File: config.mk
export PLATFORM = sky130hd
export DESIGN_NAME = regfile_wb_arbiter
export DESIGN_NICKNAME = d
export VERILOG_FILES = /design/src/rtl/regfile_wb_arbiter.sv
export SDC_FILE = /design/constraint.sdc
export NUM_CORES = 1
export LEC_CHECK = 0
export CAP_MARGIN = 20
export CORE_MARGIN = 2
export CORE_UTILIZATION = 37
export CTS_BUF_LIST = sky130_fd_sc_hd__clkbuf_8
export CTS_CLUSTER_DIAMETER = 50
export DETAILED_ROUTE_END_ITERATION = 12
export PLACE_DENSITY = 0.86
export SYNTH_ARGS = -nofsm -noshare
export SYNTH_HDL_FRONTEND = slang
export SYNTH_SLANG_ARGS = --single-unit
File: constraint.sdc
create_clock -name clk -period 4.8 [get_ports clk]
set_clock_uncertainty 0.2 [all_clocks]
set_input_delay 0.96 -clock clk [delete_from_list [all_inputs] [get_ports clk]]
set_output_delay 0.96 -clock clk [all_outputs]
set_load 0.1 [all_outputs]
File: src/rtl/regfile_wb_arbiter.sv
// Round-robin writeback arbiter sharing one register-file write port among NREQ sources.
// Optional clear sequencer (zeroes x1..x31) enabled by defining RF_WB_CLEAR_EN.
module regfile_wb_arbiter #(
  parameter int XLEN = 64,
  parameter int NREQ = 3
) (
  input  logic                 clk,
  input  logic                 rst,
  input  logic [NREQ-1:0]      req_valid,
  output logic [NREQ-1:0]      req_ready,
  input  logic [NREQ*5-1:0]    req_addr,
  input  logic [NREQ*XLEN-1:0] req_data,
  output logic                 rf_we,
  output logic [4:0]           rf_waddr,
  output logic [XLEN-1:0]      rf_wdata,
  output logic                 busy
`ifdef RF_WB_CLEAR_EN
  ,
  input  logic                 clr_req,
  output logic                 clr_done
`endif
);

  localparam int PW = (NREQ > 1) ? $clog2(NREQ) : 1;

  logic [PW-1:0]   rr_ptr_q, rr_ptr_d;
  logic            rf_we_q, rf_we_d;
  logic [4:0]      rf_waddr_q, rf_waddr_d;
  logic [XLEN-1:0] rf_wdata_q, rf_wdata_d;

  logic            hold_off;
  logic            hit_hi, hit_any, grant;
  logic [PW-1:0]   sel_hi, sel_any, grant_idx;
  logic [4:0]      sel_addr;
  logic [XLEN-1:0] sel_data;

`ifdef RF_WB_CLEAR_EN
  typedef enum logic {IDLE, CLEAR} state_t;
  state_t      state_q, state_d;
  logic [4:0]  clr_idx_q, clr_idx_d;
  logic        busy_q, busy_d;
  logic        clr_done_q, clr_done_d;

  // A pending clr_req wins over every requester in the same cycle.
  assign hold_off = (state_q == CLEAR) | clr_req;
  assign busy     = busy_q;
  assign clr_done = clr_done_q;
`else
  assign hold_off = 1'b0;
  assign busy     = 1'b0;
`endif

  // First valid at or above rr_ptr wins; otherwise wrap to the lowest valid index.
  always_comb begin
    hit_hi  = 1'b0;
    hit_any = 1'b0;
    sel_hi  = '0;
    sel_any = '0;
    for (int i = 0; i < NREQ; i++) begin
      if (req_valid[i]) begin
        if (!hit_any) begin
          hit_any = 1'b1;
          sel_any = PW'(i);
        end
        if (!hit_hi && (i >= int'(rr_ptr_q))) begin
          hit_hi = 1'b1;
          sel_hi = PW'(i);
        end
      end
    end
    grant_idx = hit_hi ? sel_hi : sel_any;
    grant     = hit_any & ~rst & ~hold_off;
    sel_addr  = '0;
    sel_data  = '0;
    for (int i = 0; i < NREQ; i++) begin
      if (grant_idx == PW'(i)) begin
        sel_addr = req_addr[5*i +: 5];
        sel_data = req_data[XLEN*i +: XLEN];
      end
    end
    req_ready = grant ? (NREQ'(1) << grant_idx) : '0;
  end

  always_comb begin
    rr_ptr_d   = rr_ptr_q;
    rf_we_d    = 1'b0;
    rf_waddr_d = rf_waddr_q;
    rf_wdata_d = rf_wdata_q;
    if (grant) begin
      rr_ptr_d = (grant_idx == PW'(NREQ-1)) ? '0 : grant_idx + 1'b1;
      // x0 writes are accepted but never reach the port.
      if (sel_addr != 5'd0) begin
        rf_we_d    = 1'b1;
        rf_waddr_d = sel_addr;
        rf_wdata_d = sel_data;
      end
    end
`ifdef RF_WB_CLEAR_EN
    state_d    = state_q;
    clr_idx_d  = clr_idx_q;
    busy_d     = busy_q;
    clr_done_d = 1'b0;
    case (state_q)
      IDLE: begin
        if (clr_req) begin
          state_d    = CLEAR;
          clr_idx_d  = 5'd1;
          busy_d     = 1'b1;
          rf_we_d    = 1'b1;
          rf_waddr_d = 5'd1;
          rf_wdata_d = '0;
        end
      end
      CLEAR: begin
        if (clr_idx_q == 5'd31) begin
          state_d = IDLE;
          busy_d  = 1'b0;
        end else begin
          clr_idx_d  = clr_idx_q + 5'd1;
          rf_we_d    = 1'b1;
          rf_waddr_d = clr_idx_q + 5'd1;
          rf_wdata_d = '0;
          clr_done_d = (clr_idx_q == 5'd30);
        end
      end
    endcase
`endif
  end

  always_ff @(posedge clk or posedge rst) begin
    if (rst) begin
      rr_ptr_q   <= '0;
      rf_we_q    <= 1'b0;
      rf_waddr_q <= '0;
      rf_wdata_q <= '0;
`ifdef RF_WB_CLEAR_EN
      state_q    <= IDLE;
      clr_idx_q  <= '0;
      busy_q     <= 1'b0;
      clr_done_q <= 1'b0;
`endif
    end else begin
      rr_ptr_q   <= rr_ptr_d;
      rf_we_q    <= rf_we_d;
      rf_waddr_q <= rf_waddr_d;
      rf_wdata_q <= rf_wdata_d;
`ifdef RF_WB_CLEAR_EN
      state_q    <= state_d;
      clr_idx_q  <= clr_idx_d;
      busy_q     <= busy_d;
      clr_done_q <= clr_done_d;
`endif
    end
  end

  assign rf_we    = rf_we_q;
  assign rf_waddr = rf_waddr_q;
  assign rf_wdata = rf_wdata_q;

endmodule

==> results.md <==
STA:
- The sum of negative setup slack is 0 ps.
- The total of endpoints with negative setup slack in the final report is 0.
- The number of hold-slack violations in the final timing report was 0.
- The worst-case setup margin in the final layout is approximately 620 ps.
- The tightest hold path in the finished design has a slack of between 300 and 400 ps.
- The post-layout minimum cycle time is approximately 4200 ps.
- The final count of pins violating max slew was 0.
- Setup repair after global routing left no endpoint under its margin.
- The final critical-path share of the clock period is between 80% and 90%.
- The worst-margin pin slew is a little over 1000 ps.
- The normalized max-slew margin is between 30% and 40%.
- The highest attainable clock frequency is between 200 and 250 MHz.

Yosys:
- The mapped netlist covers about 4200 µm².
- The number of enable flip-flop cells after synthesis is 0.
- Of the synthesized area, sequential elements account for a little over two fifths.
- The biggest area consumer among synthesized cells is sky130_fd_sc_hd__dfrtp_1.
- The total of flip-flops plus latches after synthesis is between 70 and 80.
- Sorting the synthesized cells by area gives the leading types as sky130_fd_sc_hd__dfrtp_1 (42%), sky130_fd_sc_hd__mux2_2 (13%), sky130_fd_sc_hd__nand2_1 (9.5%), sky130_fd_sc_hd__nor2_1 (6.1%), sky130_fd_sc_hd__mux2_4 (5.7%).
- During synthesis, Yosys emitted a total of 0 warnings.
- The most instantiated library cell after synthesis is sky130_fd_sc_hd__nand2_1.
- By count the netlist is led by sky130_fd_sc_hd__nand2_1 (107), sky130_fd_sc_hd__dfrtp_1 (72), sky130_fd_sc_hd__nor2_1 (69).
- The top flip-flop cell by instance count after synthesis is sky130_fd_sc_hd__dfrtp_1.
- When the netlist entered floorplanning its net count stood at 688.
- The number of distinct library cells after synthesis is 38.
- The share of synthesized flip-flops with an asynchronous set or reset is 100%.
- The post-synthesis average cell area is 8.91 µm².
- The fraction of post-synthesis cell area in the top cell type by area is 42.5%.
- Synthesis produced between 400 and 500 cells.

Floorplan:
- The number of rows in the core area is 39.
- The horizontal die dimension is approximately 110 µm.
- The starting density of the core is a little under two fifths.
- The die area is 12300 µm².
- The height of the chip is ~110 µm.
- For this design the top-level I/O count stands at 286.
- The core region is ~11000 µm².

GRT:
- The initial antenna violation count was 0.
- The final global-route overflow total is 0.
- Entering global routing, the biggest net connects 88 pins.
- For this run, the total global-route usage over all layers was measured as approximately 24%.
- The first global-routing pass estimated between 20 and 25 mm of wire.
- The via count of the first global-routing pass is 4882.

CTS:
- The count of hold-fix buffers inserted at cts is 0.
- Buffers inserted during clock tree synthesis total 9.
- The tree is rooted in a sky130_fd_sc_hd__clkbuf_8.
- The worst-skew pair later-pin latency is between 300 and 400 ps.
- The clock drives 72 sinks.
- The clock transition at the registers of the reported paths is about 70 ps.
- The maximum root-to-sink buffer count is 2.
- After clock tree synthesis, the setup repair step added 0 buffers.
- The maximum level of the CTS H-tree is 3.
- TritonCTS built the clock tree.
- Once the clock tree was built, the resizer swapped 0 gates to a different size.

Cells and area:
- The final layout contains roughly 960 nets.
- The multi-input combinational cell area is between 2000 and 2500 µm².
- The sequential cell area is ~1800 µm².
- The fill cell total of the finished layout is 900.
- Cells with a size suffix above 1 make up a little over an eighth of the layout.
- Once layout is done, the placed cells without fillers occupy approximately 7400 µm².
- The utilization of the core after routing is 65.7%.
- The count of placed standard cells in the final layout, fillers left out is between 800 and 900.
- The relative area change from synthesis to final layout is 75.3%.
- The repair_antennas step left the layout with diodes totalling 0.

Pwr:
- In this run, flip-flops and latches consume about a quarter of the power.
- The overall power consumption is approximately 3.5 mW.
- Power spread over the standard cell area amounts to 475 nW/µm².
- The clock network accounts for 15.3% of the total power.
- The switching power as a share of total power is around 52%.
- The worst-case IR drop observed on VDD is 358 µV.
- The power dissipated by switching net loads is about 1.8 mW.
- Internal power comes to 1.71 mW.
- The combinational share of power is between 60% and 70%.
- Summed over all cells, the static leakage comes to slightly above 3 nW.

Place:
- Once placement completed, the tool counted placed cells totaling slightly below 900.
- The worst setup slack before clock tree synthesis is approximately 650 ps.
- The count of input and output buffers is around 280.
- The instance area after placement is about 7200 µm².
- The congestion estimate from routability-driven global placement came to roughly 0.9.
- The post-DP HPWL is 11.4 mm.

Run status:
- The flow ran to the end, and the final reports show no timing, DRC or antenna violations.

Drt:
- The final routed DRC violation total is 0.
- Before antenna repair, the detailed router went through 5 iterations.
- Dividing the detail-routed via count by the number of cells gives 5.20.
- In this run the remaining antenna-violating nets after routing total 0.
- The average wire length per cell after detail routing is around 17 µm.
- Wires add up to 15.0 mm.
- The violation count after the first detailed-routing iteration is approximately 300.
- Summing over every cut layer, the via total after detailed routing is about 4600.

Run:
- The reported max-cap violation count is 0.

Setup path:
- The worst setup path is launched from an input pin.
- The critical path in this run is classified as in2out.
- The nature of the critical path endpoint is an output port.
- The worst path required time is roughly 3600 ps.
- The data arrival time of the worst path is a little over 3000 ps.
- Along the worst path, the maximum fanout reaches 11.

Hold path:
- The worst hold-check path type is reg2reg.
-- per-layer routing --
metal  track usage (%)  wire length [µm]  share of wire (%)
met1              27.1              5590                 37
met2              43.9              7820                 52
met3              5.85              1120                7.5
met4              10.0               463                3.1
met5                 0                 0                  0
-- critical path, stage by stage --
cell and delay (ps):
sky130_fd_sc_hd__clkdlybuf4s50_1 650, sky130_fd_sc_hd__inv_1 110, sky130_fd_sc_hd__or3_1 390, sky130_fd_sc_hd__and2_1 360, sky130_fd_sc_hd__nor2_1 320, sky130_fd_sc_hd__buf_12 220
-- cells by family (layout without fill, tap and decap cells) --
group	count (synthesis)	in the layout	share of synthesized area [%]
simple gates	193	193	18.5
other cells	1	1	0.0884
flops	72	72	42.5
mux	64	64	18.4
compound gates	103	103	16.0
buf+inv	43	315	4.60
-- power by group through the flow --
stage | clock (mW) | sequential [mW] | combinational, mW
final | 0.541 | 0.847 | 2.14
after global routing | 0.582 | 0.868 | 2.21
after CTS | 0.557 | 0.847 | 2.15
after detailed placement | 0 | 0.856 | 2.14
after global placement | 0 | 0.846 | 2.12
after floorplan | 0 | 1.95 | 0.417
-- worst paths after layout --
kind / start / cells past startpoint / slack, ps / endpoint
worst max-delay path: req_valid[0] / 6 / 620 / req_ready[0]
worst min-delay path: rf_wdata[39] / 1 / 310 / rf_wdata[39]
worst max register to register: rr_ptr_q[1] / 7 / 1830 / rf_wdata[60]
worst min register to register: rf_wdata[39] / 1 / 310 / rf_wdata[39]
max in group asynchronous: rst / 3 / 2690 / rf_wdata[3]
min in group asynchronous: rst / 3 / 1100 / rf_waddr[4]
-- registers in the layout, indices dropped and copies added (netlist names) --
signal / flops
rf_wdata: 64
rf_waddr: 5
rr_ptr_q: 2
rf_we: 1
-- area by class of cell --
cell class / count / share of cell area, %
Multi-Input combinational cell: 361 / 30.5
Inverter: 8 / 0.454
Tap cell: 143 / 2.40
Sequential cell: 72 / 24.2
Clock buffer: 11 / 2.03
Timing Repair Buffer: 292 / 39.4
Clock inverter: 4 / 0.925
-- placed cells by master, fill, tap and decap left out, types with 7 or more instances in the layout --
cell | synthesis | layout
sky130_fd_sc_hd__o22ai_1 | 10 | 10
sky130_fd_sc_hd__inv_1 | 8 | 8
sky130_fd_sc_hd__o21ai_0 | 7 | 7
sky130_fd_sc_hd__a22oi_1 | 11 | 11
sky130_fd_sc_hd__nand2_1 | 107 | 105
sky130_fd_sc_hd__mux2_4 | 16 | 16
sky130_fd_sc_hd__clkdlybuf4s50_1 | 0 | 281
sky130_fd_sc_hd__buf_4 | 1 | 8
sky130_fd_sc_hd__mux2_2 | 48 | 48
sky130_fd_sc_hd__a21oi_1 | 19 | 19
sky130_fd_sc_hd__nor2_1 | 69 | 68
sky130_fd_sc_hd__a31oi_1 | 36 | 35
sky130_fd_sc_hd__clkbuf_8 | 0 | 11
sky130_fd_sc_hd__dfrtp_1 | 72 | 72
Note: power is estimated with default switching activity, not from simulation.
